==> src/rtl/wbs_cmd_resp_pkg.sv <==
// Shared types and default sizes for the Wishbone command/response slave.
// Read-back of the register bank is enabled by WBS_CMD_RESP_READBACK_EN.
package wbs_cmd_resp_pkg;

    localparam int DEF_DATA_W     = 32;
    localparam int DEF_ADDR_W     = 6;
    localparam int DEF_RESP_DEPTH = 4;
    localparam int DROP_W         = 8;

    typedef enum logic [1:0] {
        IDLE  = 2'd0,
        ACK   = 2'd1,
        STALL = 2'd2
    } state_e;

endpackage

==> src/rtl/wbs_resp_fifo.sv <==
// First-word-fall-through response FIFO; fullness comes from the
// registered count, so a same-cycle pop never makes room for a push.
module wbs_resp_fifo #(
    parameter int WIDTH = 38,
    parameter int DEPTH = 4
) (
    input  logic                     clk,
    input  logic                     rst,
    input  logic                     push_i,
    input  logic [WIDTH-1:0]         din_i,
    input  logic                     pop_i,
    output logic [WIDTH-1:0]         dout_o,
    output logic                     full_o,
    output logic [$clog2(DEPTH):0]   count_o
);

    localparam int AW = $clog2(DEPTH);
    localparam int CW = AW + 1;

    logic [WIDTH-1:0] mem_q [DEPTH];
    logic [AW-1:0]    wptr_q, rptr_q;
    logic [CW-1:0]    cnt_q, cnt_d;
    logic             do_push, do_pop;

    assign full_o  = (cnt_q == CW'(DEPTH));
    assign do_push = push_i & ~full_o;
    assign do_pop  = pop_i & (cnt_q != '0);
    assign dout_o  = mem_q[rptr_q];
    assign count_o = cnt_q;

    always_comb begin
        cnt_d = cnt_q;
        unique case ({do_push, do_pop})
            2'b10:   cnt_d = cnt_q + CW'(1);
            2'b01:   cnt_d = cnt_q - CW'(1);
            default: cnt_d = cnt_q;
        endcase
    end

    always_ff @(posedge clk) begin
        if (rst) begin
            wptr_q <= '0;
            rptr_q <= '0;
            cnt_q  <= '0;
        end else begin
            cnt_q <= cnt_d;
            if (do_push) wptr_q <= wptr_q + AW'(1);
            if (do_pop)  rptr_q <= rptr_q + AW'(1);
        end
    end

    always_ff @(posedge clk) begin
        if (do_push) mem_q[wptr_q] <= din_i;
    end

endmodule

==> src/rtl/wbs_cmd_resp.sv <==
// Wishbone slave with a register bank and a tagged-write response stream.
// Define WBS_CMD_RESP_READBACK_EN to return register contents on reads.
module wbs_cmd_resp
    import wbs_cmd_resp_pkg::*;
#(
    parameter int WB_DATA_WIDTH = DEF_DATA_W,
    parameter int WB_ADDR_WIDTH = DEF_ADDR_W,
    parameter int RESP_DEPTH    = DEF_RESP_DEPTH
) (
    input  logic                     clk,
    input  logic                     rst,
    input  logic [WB_ADDR_WIDTH-1:0] wbs_adr_i,
    input  logic [WB_DATA_WIDTH-1:0] wbs_dat_i,
    output logic [WB_DATA_WIDTH-1:0] wbs_dat_o,
    input  logic                     wbs_we_i,
    input  logic                     wbs_stb_i,
    input  logic                     wbs_cyc_i,
    input  logic                     wbs_tga_i,
    output logic                     wbs_ack_o,
    output logic                     reg_wr_stb,
    output logic [WB_ADDR_WIDTH-1:0] reg_wr_addr,
    output logic [WB_DATA_WIDTH-1:0] reg_wr_data,
    output logic                     resp_valid,
    input  logic                     resp_ready,
    output logic [WB_ADDR_WIDTH-1:0] resp_addr,
    output logic [WB_DATA_WIDTH-1:0] resp_data,
    output logic [DROP_W-1:0]        drop_cnt
);

    localparam int AW = WB_ADDR_WIDTH;
    localparam int DW = WB_DATA_WIDTH;

    state_e                  state_q, state_d;
    logic [DW-1:0]           regs_q [2**AW];
    logic                    wr_stb_q;
    logic [AW-1:0]           wr_addr_q;
    logic [DW-1:0]           wr_data_q;
    logic [DROP_W-1:0]       drop_q;
    logic                    req, need_stall, commit, drop;
    logic                    wr_en, rd_en, push, pop, fifo_full;
    logic [AW+DW-1:0]        fifo_dout;
    logic [$clog2(RESP_DEPTH):0] fifo_cnt;

    assign req        = wbs_cyc_i & wbs_stb_i;
    assign need_stall = wbs_we_i & wbs_tga_i & fifo_full;

    always_ff @(posedge clk) begin
        if (rst) state_q <= IDLE;
        else     state_q <= state_d;
    end

    always_comb begin
        state_d = state_q;
        unique case (state_q)
            IDLE:    if (req) state_d = need_stall ? STALL : ACK;
            ACK:     state_d = IDLE;
            STALL: begin
                if (!wbs_stb_i)      state_d = IDLE;
                else if (!fifo_full) state_d = ACK;
            end
            default: state_d = IDLE;
        endcase
    end

    // A stalled request can only be a tagged write waiting for a slot.
    always_comb begin
        commit    = 1'b0;
        drop      = 1'b0;
        wbs_ack_o = (state_q == ACK);
        unique case (state_q)
            IDLE:    commit = req & ~need_stall;
            STALL: begin
                drop   = ~wbs_stb_i;
                commit = wbs_stb_i & ~fifo_full;
            end
            default: commit = 1'b0;
        endcase
    end

    assign wr_en = commit & wbs_we_i;
    assign rd_en = commit & ~wbs_we_i;
    assign push  = wr_en & wbs_tga_i;
    assign pop   = resp_valid & resp_ready;

    always_ff @(posedge clk) begin
        if (rst) begin
            for (int i = 0; i < 2**AW; i++) regs_q[i] <= '0;
            wr_stb_q  <= 1'b0;
            wr_addr_q <= '0;
            wr_data_q <= '0;
            drop_q    <= '0;
        end else begin
            wr_stb_q <= wr_en;
            if (wr_en) begin
                regs_q[wbs_adr_i] <= wbs_dat_i;
                wr_addr_q         <= wbs_adr_i;
                wr_data_q         <= wbs_dat_i;
            end
            if (drop && drop_q != '1) drop_q <= drop_q + DROP_W'(1);
        end
    end

    assign reg_wr_stb  = wr_stb_q;
    assign reg_wr_addr = wr_addr_q;
    assign reg_wr_data = wr_data_q;
    assign drop_cnt    = drop_q;

`ifdef WBS_CMD_RESP_READBACK_EN
    logic [DW-1:0] rdata_q;

    always_ff @(posedge clk) begin
        if (rst)        rdata_q <= '0;
        else if (rd_en) rdata_q <= regs_q[wbs_adr_i];
    end

    assign wbs_dat_o = rdata_q;
`else
    assign wbs_dat_o = '0;
`endif

    wbs_resp_fifo #(
        .WIDTH (AW + DW),
        .DEPTH (RESP_DEPTH)
    ) u_fifo (
        .clk     (clk),
        .rst     (rst),
        .push_i  (push),
        .din_i   ({wbs_adr_i, wbs_dat_i}),
        .pop_i   (pop),
        .dout_o  (fifo_dout),
        .full_o  (fifo_full),
        .count_o (fifo_cnt)
    );

    assign resp_valid = (fifo_cnt != '0);
    assign resp_addr  = fifo_dout[AW+DW-1:DW];
    assign resp_data  = fifo_dout[DW-1:0];

endmodule

==> config.mk <==
export PLATFORM = sky130hd
export DESIGN_NAME = wbs_cmd_resp
export DESIGN_NICKNAME = d
export VERILOG_FILES = /design/src/rtl/wbs_cmd_resp_pkg.sv /design/src/rtl/wbs_resp_fifo.sv /design/src/rtl/wbs_cmd_resp.sv
export SDC_FILE = /design/constraint.sdc
export NUM_CORES = 1
export LEC_CHECK = 0
export CELL_PAD_IN_SITES_DETAIL_PLACEMENT = 1
export CELL_PAD_IN_SITES_GLOBAL_PLACEMENT = 1
export CORE_MARGIN = 3
export CORE_UTILIZATION = 43
export CTS_CLUSTER_SIZE = 25
export DETAILED_ROUTE_END_ITERATION = 8
export PLACE_DENSITY = 0.86
export SLEW_MARGIN = 20
export SYNTH_ARGS = -nofsm -noshare
export SYNTH_HDL_FRONTEND = slang
export SYNTH_SLANG_ARGS = --single-unit
==> constraint.sdc <==
create_clock -name clk -period 3.7 [get_ports clk]
set_input_delay 1.11 -clock clk [delete_from_list [all_inputs] [get_ports clk]]
set_output_delay 1.11 -clock clk [all_outputs]
set_load 0.01 [all_outputs]
==> results.cfg, run 1 <==
[grt]
grt_max_degree = 39
grt_pass1_wl_um = 29600
grt_pass1_vias = 5184
groute.usage.overall_pct = 18.8
antenna_found_initial = 0
gr-total-overflow = 0

[worst_setup_path]
crit_fanout = 20
critPathLaunchType = flip-flop
r2r_end = u_fifo.count_o[2]$_SDFFE_PP0P_
worstSetupPathType = reg2out
rrSetupSlack_ps = 1440
ff2ff_path_depth = 9
arrival_ps = 2440
required_ps = 2590
r2r-start = u_fifo.count_o[2]$_SDFFE_PP0P_
end_kind = output port

[final_layout]
seq_area_mm2 = 0.00573
fin_cells = 895
syn_to_final_growth_pct = 27.3
multi_input_area_mm2 = 0.00218
nFillCells = 1702
antenna_cells = 0
fin_nets = 702
drive_gt1_share_pct = 22.2

[power_and_ir_drop]
p_leak_nw = 3.40
peakVddDrop_mv = 0.296
power_density_mw_per_mm2 = 495
p_total_mw = 5.16

[worst_hold_path]
worstHoldStart = reg_wr_data[30]$_SDFFE_PP0N_
hold_path_end = reg_wr_data[30]$_SDFFE_PP0N_
holdPathStages = 2
hold_class = reg2reg

[logic_synthesis]
synth_edf_count = 152
yosys.area.top_type = edfxtp_1
async_flop_share_pct = 0
ys_types = 45
netlist.area_leader.share_pct = 55.7
synth_area_per_cell_um2 = 16.2
syn-cell-area_mm2 = 0.00819
synthTopCellsByArea = edfxtp_1 56%, dfxtp_1 14%, mux4_2 10%
yosysWarningCount = 0
synth-seq-cells = 210
synth.yosys.seq_area_share_pct = 69.9
synth_ff_type = edfxtp_1
synthCells = 504

[route]
wire_per_inst_um = 21.7
drt_first_pass_iters = 4
drt_iter0_drc = 180
viasPerCell = 5.26
drt-met1-wl_um = 7780
routed.top_layer = met4
vias = 4705
dr_wl_met3_um = 1020
drc = 0
met2_length_um = 10300
routed_wirelength_um = 19400
antenna_left = 0

[clocking]
cts_buffers = 22
clock_latency_ps = 490
cts_tree = done
cts_root_buffer = clkbuf_16
holdBufCountCts = 0
cts_setup_buffers = 0
postCtsResizedCells = 0
path_clk_slew_ps = 60
cts.sink_count = 210
clock_path_buffers = 3
h-tree-depth = 1

[floorplan]
io_pins = 164
die_y_um = 144
row_count = 49
coreArea_mm2 = 0.0183
die_w_um = 144
initial_core_util_pct = 44.7
die-area_mm2 = 0.0207

[sta]
clock.fmax_mhz = 281
slew_viol_final = 0
slew-limit-headroom_pct = 59.7
finalClockSkew_ps = 6.72
min_period_over_period_pct = 96.1
setup_viol = 0
grt_setup_unrepaired = no
worstMarginPinSlew_ps = 598
post-route-min-period_ps = 3550
hold_ws_ps = 459
finalHoldViolCount = 0
fin_setup_tns_ps = 0

[place]
place_inst = 855
gp_congestion = 0.761
hpwlAfterDp_um = 13100
port_buffers = 131

[flow_run]
cap_violations = 0

[status]
outcome = complete, no violations
## final cells by class
type	count	share of cell area, %
flip-flops and latches	210	55.0
inverters	8	0.288
multi-input cells	263	21.0
well taps	229	2.75
clock inverters	10	1.03
repair buffers	145	14.1
clock buffers	30	5.87
## state kept, by name, indices dropped and copies added, names as in the netlist, 2 cells and up, named ones only
register / cells
u_fifo.mem_q: 152
reg_wr_data: 32
drop_cnt: 8
reg_wr_addr: 6
u_fifo.count_o: 3
state_q: 2
u_fifo.rptr_q: 2
u_fifo.wptr_q: 2
## layout by cell type (no fill, tap or decap), types with 4 or more instances in the layout
master / count
edfxtp_1: 152
dfxtp_1: 56
xor2_1: 8
ha_1: 6
clkbuf_1: 6
clkinv_2: 4
a21oi_2: 20
nand2_2: 30
mux4_2: 38
a21oi_1: 21
inv_1: 8
buf_12: 5
nand2_1: 50
clkdlybuf4s50_1: 130
nor2_1: 17
clkbuf_16: 23
and2_2: 4
buf_4: 9
conb_1: 32
## worst max-delay path, cell delays in order (launching register included)
cell             delay, ps
dfxtp_4                630
buf_12                 230
mux4_2                 520
clkdlybuf4s50_1        550
## cells in the mapped netlist (2+ instances only)
library cell	count
and3_1	2
nor2_1	17
nand2_1	50
and2_1	5
a21oi_1	21
mux4_2	38
buf_2	5
edfxtp_1	152
buf_1	3
buf_8	2
nand3_1	2
or3_1	2
nand2_2	30
o21a_1	2
o211ai_1	3
xnor2_1	2
mux2i_1	2
o21ai_0	2
xor2_1	8
a21oi_2	20
dfxtp_1	58
clkbuf_1	9
buf_4	33
nor4_1	2
ha_1	6
inv_1	8
buf_6	2
## layer usage
layer	vias up	GRT usage, %
met5	-	0
met2	159	34.9
met4	0	4.61
li1	2100	-
met1	2415	22.5
met3	31	3.57
## worst max path at each step
stage               from  slack [ps]                             end
4_1_cts        flip-flop          80                    resp_addr[3]
3_3_place_gp   wbs_cyc_i         460  u_fifo.count_o[2]$_SDFFE_PP0P_
2_1_floorplan  wbs_stb_i         570    u_fifo.mem_q[1][0]$_DFFE_PP_
6_report       flip-flop         150                   resp_data[22]
5_1_grt        flip-flop          20                    resp_addr[4]
3_5_place_dp   wbs_cyc_i         310  u_fifo.count_o[2]$_SDFFE_PP0P_
## per-stage QoR
| step | util (%) | area [um^2] | worst slack, ps |
|---|---|---|---|
| after floorplan | - | 8300 | 568 |
| after global placement | 52.9 | 9710 | 464 |
| after detailed placement | 52.9 | 9710 | 306 |
| after CTS | 56.9 | 10400 | 81.4 |
| after global routing | 56.9 | 10400 | 17.8 |
| final | 56.9 | 10400 | 146 |
## logic make-up after synthesis
kind of cell    count (synthesis)  share of synthesized area [%]
compound gates                 55                           4.98
mux                            40                           10.7
other cells                     1                         0.0458
flops                         210                           69.9
buf+inv                        62                           4.89
fa+ha+maj                       7                           1.16
simple gates                  119                           7.23
xor+xnor                       10                           1.07
## report_power, final
group	internal, mW	switching [mW]	leakage (nW)
clock	1.30	0.869	0.348
combinational	0.212	0.193	1.22
sequential	2.55	0.0320	1.84
total	4.06	1.09	3.40
(Power assumes the default switching activity.)
==> run 2: changes to the inputs <==
--- a/config.mk
+++ b/config.mk
@@ -8,10 +8,10 @@
 export CELL_PAD_IN_SITES_DETAIL_PLACEMENT = 1
 export CELL_PAD_IN_SITES_GLOBAL_PLACEMENT = 1
 export CORE_MARGIN = 3
-export CORE_UTILIZATION = 43
+export CORE_UTILIZATION = 40
 export CTS_CLUSTER_SIZE = 25
 export DETAILED_ROUTE_END_ITERATION = 8
-export PLACE_DENSITY = 0.86
+export PLACE_DENSITY = 0.81
 export SLEW_MARGIN = 20
 export SYNTH_ARGS = -nofsm -noshare
 export SYNTH_HDL_FRONTEND = slang
==> run 2 against run 1 <==
Effect of this change:
- die area increased by 7.2%
- cell area increased by 0.12%
- first-iteration DRC count increased by 23%
- combinational power grew 3%
- power fell by 2.1%
- final cell count increased by 4.2%
- non-clock buffer count rose by 2
- count of clock-buffer cells in the layout unchanged
- critical path type unchanged
==> results.cfg, run 2 (synthesized netlist as in run 1, its figures left out) <==
[worst_setup_path]
required_ps = 2590
arrival_ps = 2250
crit_chain = buf_4, mux4_2, clkdlybuf4s50_1
crit_path_max_incr_delay_ps = 560
end_kind = output port
path_buf_inv = 2
critPathSlowestCell = dfxtp_2
cpLargestDelayFamily = buffers and inverters
crit_fanout = 14
worstSetupPathType = reg2out
critPathLaunchType = flip-flop

[place]
gp_congestion = 0.783
hpwlAfterDp_um = 12800
place_inst = 893
placed_area_mm2 = 0.00976
port_buffers = 131

[final_layout]
multi_input_area_mm2 = 0.00218
fin_area_mm2 = 0.0104
nFillCells = 1904
drive_gt1_share_pct = 21.7
layout_commonest_cell = edfxtp_1
antenna_cells = 0
largest_reg_flops = 152
fin_cells = 933
seq_area_mm2 = 0.00573
fin_nets = 704
syn_to_final_growth_pct = 27.5
regMostFlops = u_fifo.mem_q
final_cell_mix = 152 x edfxtp_1, 130 x clkdlybuf4s50_1, 56 x dfxtp_1, 50 x nand2_1, 38 x mux4_2

[power_and_ir_drop]
peakVddDrop_mv = 0.234
p_leak_nw = 3.39
seq_power_share_pct = 50.8
power.switching_mw = 1.08
intPower_mw = 3.97
p_total_mw = 5.05
p_clk_share_pct = 40.9
p_sw_share_pct = 21.4
power_density_mw_per_mm2 = 484
combPwrFrac_pct = 8.2

[clocking]
postCtsResizedCells = 0
h-tree-depth = 1
cts_buffers = 22
clock_path_buffers = 3
path_clk_slew_ps = 60
cts_tree = done
cts_setup_buffers = 0
cts.sink_count = 210
holdBufCountCts = 0
cts_root_buffer = clkbuf_16
clock_latency_ps = 490

[route]
drt_first_pass_iters = 6
drt_iter0_drc = 222
drc = 0
antenna_left = 0
routed_wirelength_um = 19300
vias = 4728
wire_per_inst_um = 20.6
viasPerCell = 5.07

[grt]
gr-total-overflow = 0
grt_max_degree = 40
antenna_found_initial = 1
grt_pass1_wl_um = 30000
grt_pass1_vias = 5274
groute.usage.overall_pct = 17.3

[floorplan]
initial_core_util_pct = 41.4
row_count = 51
die_w_um = 149
coreArea_mm2 = 0.0198
io_pins = 164
die_y_um = 149
die-area_mm2 = 0.0222

[sta]
slew-limit-headroom_pct = 57.1
worstMarginPinSlew_ps = 642
clock.fmax_mhz = 297
hold_ws_ps = 454
post-route-min-period_ps = 3360
finalClockSkew_ps = 13.5
grt_setup_unrepaired = no
setup_viol = 0
min_period_over_period_pct = 90.9
finalHoldViolCount = 0
fin_setup_tns_ps = 0
slew_viol_final = 0

[status]
outcome = complete, no violations

[flow_run]
cap_violations = 0

[worst_hold_path]
hold_class = reg2reg
-- run 2: final timing paths --
check        cells past startpoint                        endpoint  slack, ps                            from
min reg2reg                      2    reg_wr_data[16]$_SDFFE_PP0N_        450    reg_wr_data[16]$_SDFFE_PP0N_
max                              3                   resp_data[17]        340                       flip-flop
min                              2    reg_wr_data[16]$_SDFFE_PP0N_        450    reg_wr_data[16]$_SDFFE_PP0N_
max reg2reg                      9  u_fifo.count_o[2]$_SDFFE_PP0P_       1440  u_fifo.count_o[2]$_SDFFE_PP0P_
-- run 2: stage by stage --
stage | setup slack, ps | utilization, %
finish | 338 | 52.8
global route | 246 | 52.8
CTS | 277 | 52.8
detailed placement | 287 | 49.4
global placement | 462 | 49.4
floorplan | 568 | -
-- run 2: metal layers --
| metal | part of all wire [%] | track usage [%] | up-vias | wire length (um) |
|---|---|---|---|---|
| met5 | 0.068 | 0 | - | 13 |
| met4 | 1.5 | 4.39 | 2 | 295 |
| met3 | 5.3 | 2.89 | 25 | 1020 |
| met2 | 52 | 31.3 | 167 | 10000 |
| met1 | 41 | 21.8 | 2437 | 7890 |
| li1 | - | - | 2097 | - |
-- run 2: layout make-up --
class / count / area share, %
flip-flops and latches: 210 / 54.9
multi-input cells: 263 / 20.9
repair buffers: 147 / 14.3
clock buffers: 30 / 5.77
well taps: 265 / 3.18
clock inverters: 10 / 0.695
inverters: 8 / 0.288
-- run 2: tightest hold or removal path, cell delays in order (launching register included) --
cell and delay (ps):
dfxtp_1 310, nand2_1 50, a21oi_1 50
-- run 2: power groups by stage --
| stage | Sequential [mW] | Combinational, mW | Clock, mW |
|---|---|---|---|
| final | 2.57 | 0.416 | 2.07 |
| after global routing | 2.57 | 0.448 | 2.23 |
| after CTS | 2.57 | 0.422 | 2.12 |
| after detailed placement | 2.62 | 0.421 | 0 |
| after global placement | 2.61 | 0.406 | 0 |
| after floorplan | 2.62 | 0.223 | 0 |
==> run 3: changes to the inputs <==
--- a/config.mk
+++ b/config.mk
@@ -11,6 +11,7 @@
 export CORE_UTILIZATION = 40
 export CTS_CLUSTER_SIZE = 25
 export DETAILED_ROUTE_END_ITERATION = 8
+export MAX_ROUTING_LAYER = met4
 export PLACE_DENSITY = 0.81
 export SLEW_MARGIN = 20
 export SYNTH_ARGS = -nofsm -noshare
==> run 3 against run 2 <==
Effect of this change:
- register-to-register slack worse by 20 ps
- wire length about the same
- largest cell class unchanged
- sequential power about the same
- via count down 0.17%
- critical path type unchanged
- cell area about the same
- global-route usage up 0.52 points
- first-iteration DRC count down 6.3%
- non-clock buffer count unchanged
- critical path depth unchanged
- worst setup slack about the same
- fmax about the same
- die area unchanged
==> results.cfg, run 3 (synthesized netlist as in run 1, its figures left out) <==
[final_layout]
final_cell_mix = 152 x edfxtp_1, 130 x clkdlybuf4s50_1, 56 x dfxtp_1, 50 x nand2_1, 38 x mux4_2
syn_to_final_growth_pct = 27.5
layout_commonest_cell = edfxtp_1
fin_nets = 704
nFillCells = 1904
regMostFlops = u_fifo.mem_q
multi_input_area_mm2 = 0.00218
largest_reg_flops = 152
drive_gt1_share_pct = 21.7
seq_area_mm2 = 0.00573

[clocking]
cts.sink_count = 210
h-tree-depth = 1
postCtsResizedCells = 0
cts_setup_buffers = 0
clock_latency_ps = 490
cts_tree = done
path_clk_slew_ps = 60
holdBufCountCts = 0
clock_path_buffers = 3
cts_root_buffer = clkbuf_16
cts_buffers = 22

[worst_setup_path]
crit_path_max_incr_delay_ps = 560
crit_fanout = 14
critPathLaunchType = flip-flop
end_kind = output port
crit_chain = buf_4, mux4_2, clkdlybuf4s50_1
worstSetupPathType = reg2out
required_ps = 2590
critPathSlowestCell = dfxtp_2
arrival_ps = 2250

[sta]
grt_setup_unrepaired = no
slew-limit-headroom_pct = 57.2
clock.fmax_mhz = 297
min_period_over_period_pct = 90.9
finalClockSkew_ps = 14.3
setup_viol = 0
hold_ws_ps = 456
finalHoldViolCount = 0
post-route-min-period_ps = 3360
worstMarginPinSlew_ps = 640
slew_viol_final = 0
fin_setup_tns_ps = 0

[power_and_ir_drop]
power.switching_mw = 1.08
p_leak_nw = 3.39
power_density_mw_per_mm2 = 484
seq_power_share_pct = 50.8
p_sw_share_pct = 21.4
combPwrFrac_pct = 8.2
p_clk_share_pct = 40.9
peakVddDrop_mv = 0.235
intPower_mw = 3.97

[route]
antenna_left = 0
drc = 0
routed_wirelength_um = 19200
drt_iter0_drc = 208
vias = 4720
drt_first_pass_iters = 4
viasPerCell = 5.05
wire_per_inst_um = 20.6

[grt]
antenna_found_initial = 1
gr-total-overflow = 0
grt_pass1_vias = 5284
groute.usage.overall_pct = 17.8
grt_pass1_wl_um = 30000
grt_max_degree = 40

[place]
port_buffers = 131
hpwlAfterDp_um = 12800
gp_congestion = 0.795

[flow_run]
cap_violations = 0

[floorplan]
coreArea_mm2 = 0.0198
initial_core_util_pct = 41.4
die_w_um = 149
io_pins = 164
die_y_um = 149
die-area_mm2 = 0.0222
row_count = 51

[status]
outcome = complete, no violations

[worst_hold_path]
hold_class = reg2reg
## run 3: cell types whose count changed in the layout (fill, tap and decap cells not counted)
cell,delta
diode_2,+1
## run 3: final cells by class
type	instances	share of cell area (%)
clock inverters	10	0.695
diodes	1	0.0240
flip-flops and latches	210	54.9
multi-input cells	263	20.9
repair buffers	147	14.3
clock buffers	30	5.76
well taps	265	3.18
inverters	8	0.288
## run 3: final timing paths
kind | from | to | slack, ps | depth (start not counted)
min | reg_wr_data[16]$_SDFFE_PP0N_ | reg_wr_data[16]$_SDFFE_PP0N_ | 460 | 2
max reg2reg | u_fifo.count_o[2]$_SDFFE_PP0P_ | u_fifo.count_o[2]$_SDFFE_PP0P_ | 1420 | 9
max | flip-flop | resp_data[17] | 340 | 3
min reg2reg | reg_wr_data[16]$_SDFFE_PP0N_ | reg_wr_data[16]$_SDFFE_PP0N_ | 460 | 2
## run 3: layer usage
layer	GRT usage, %	up-vias	part of all wire [%]
li1	-	2100	-
met2	31.3	164	52
met3	2.83	25	4.8
met4	4.39	0	1.6
met1	21.8	2431	41
met5	-	-	0
## run 3: power by group through the flow
stage | Clock (mW) | Sequential [mW] | Combinational (mW)
finish | 2.07 | 2.57 | 0.416
global route | 2.23 | 2.57 | 0.448
CTS | 2.12 | 2.57 | 0.422
detailed placement | 0 | 2.62 | 0.421
global placement | 0 | 2.61 | 0.406
floorplan | 0 | 2.62 | 0.223
## run 3: critical path, delay by kind of cell (launching register included)
kind / cells / cell delay, ps
buffers and inverters: 2 / 850
DFF: 1 / 560
muxes: 1 / 350
## run 3: stage by stage
step           cells  total power [mW]  worst slack, ps  instance area, um^2  util, %
6_report         934              5.05              338                10400     52.8
5_1_grt          934              5.24              246                10400     52.8
4_1_cts          933              5.11              277                10400     52.8
3_5_place_dp     893              3.04              287                 9760     49.4
3_3_place_gp     893              3.02              462                 9760     49.4
2_1_floorplan    535              2.84              568                 8300        -
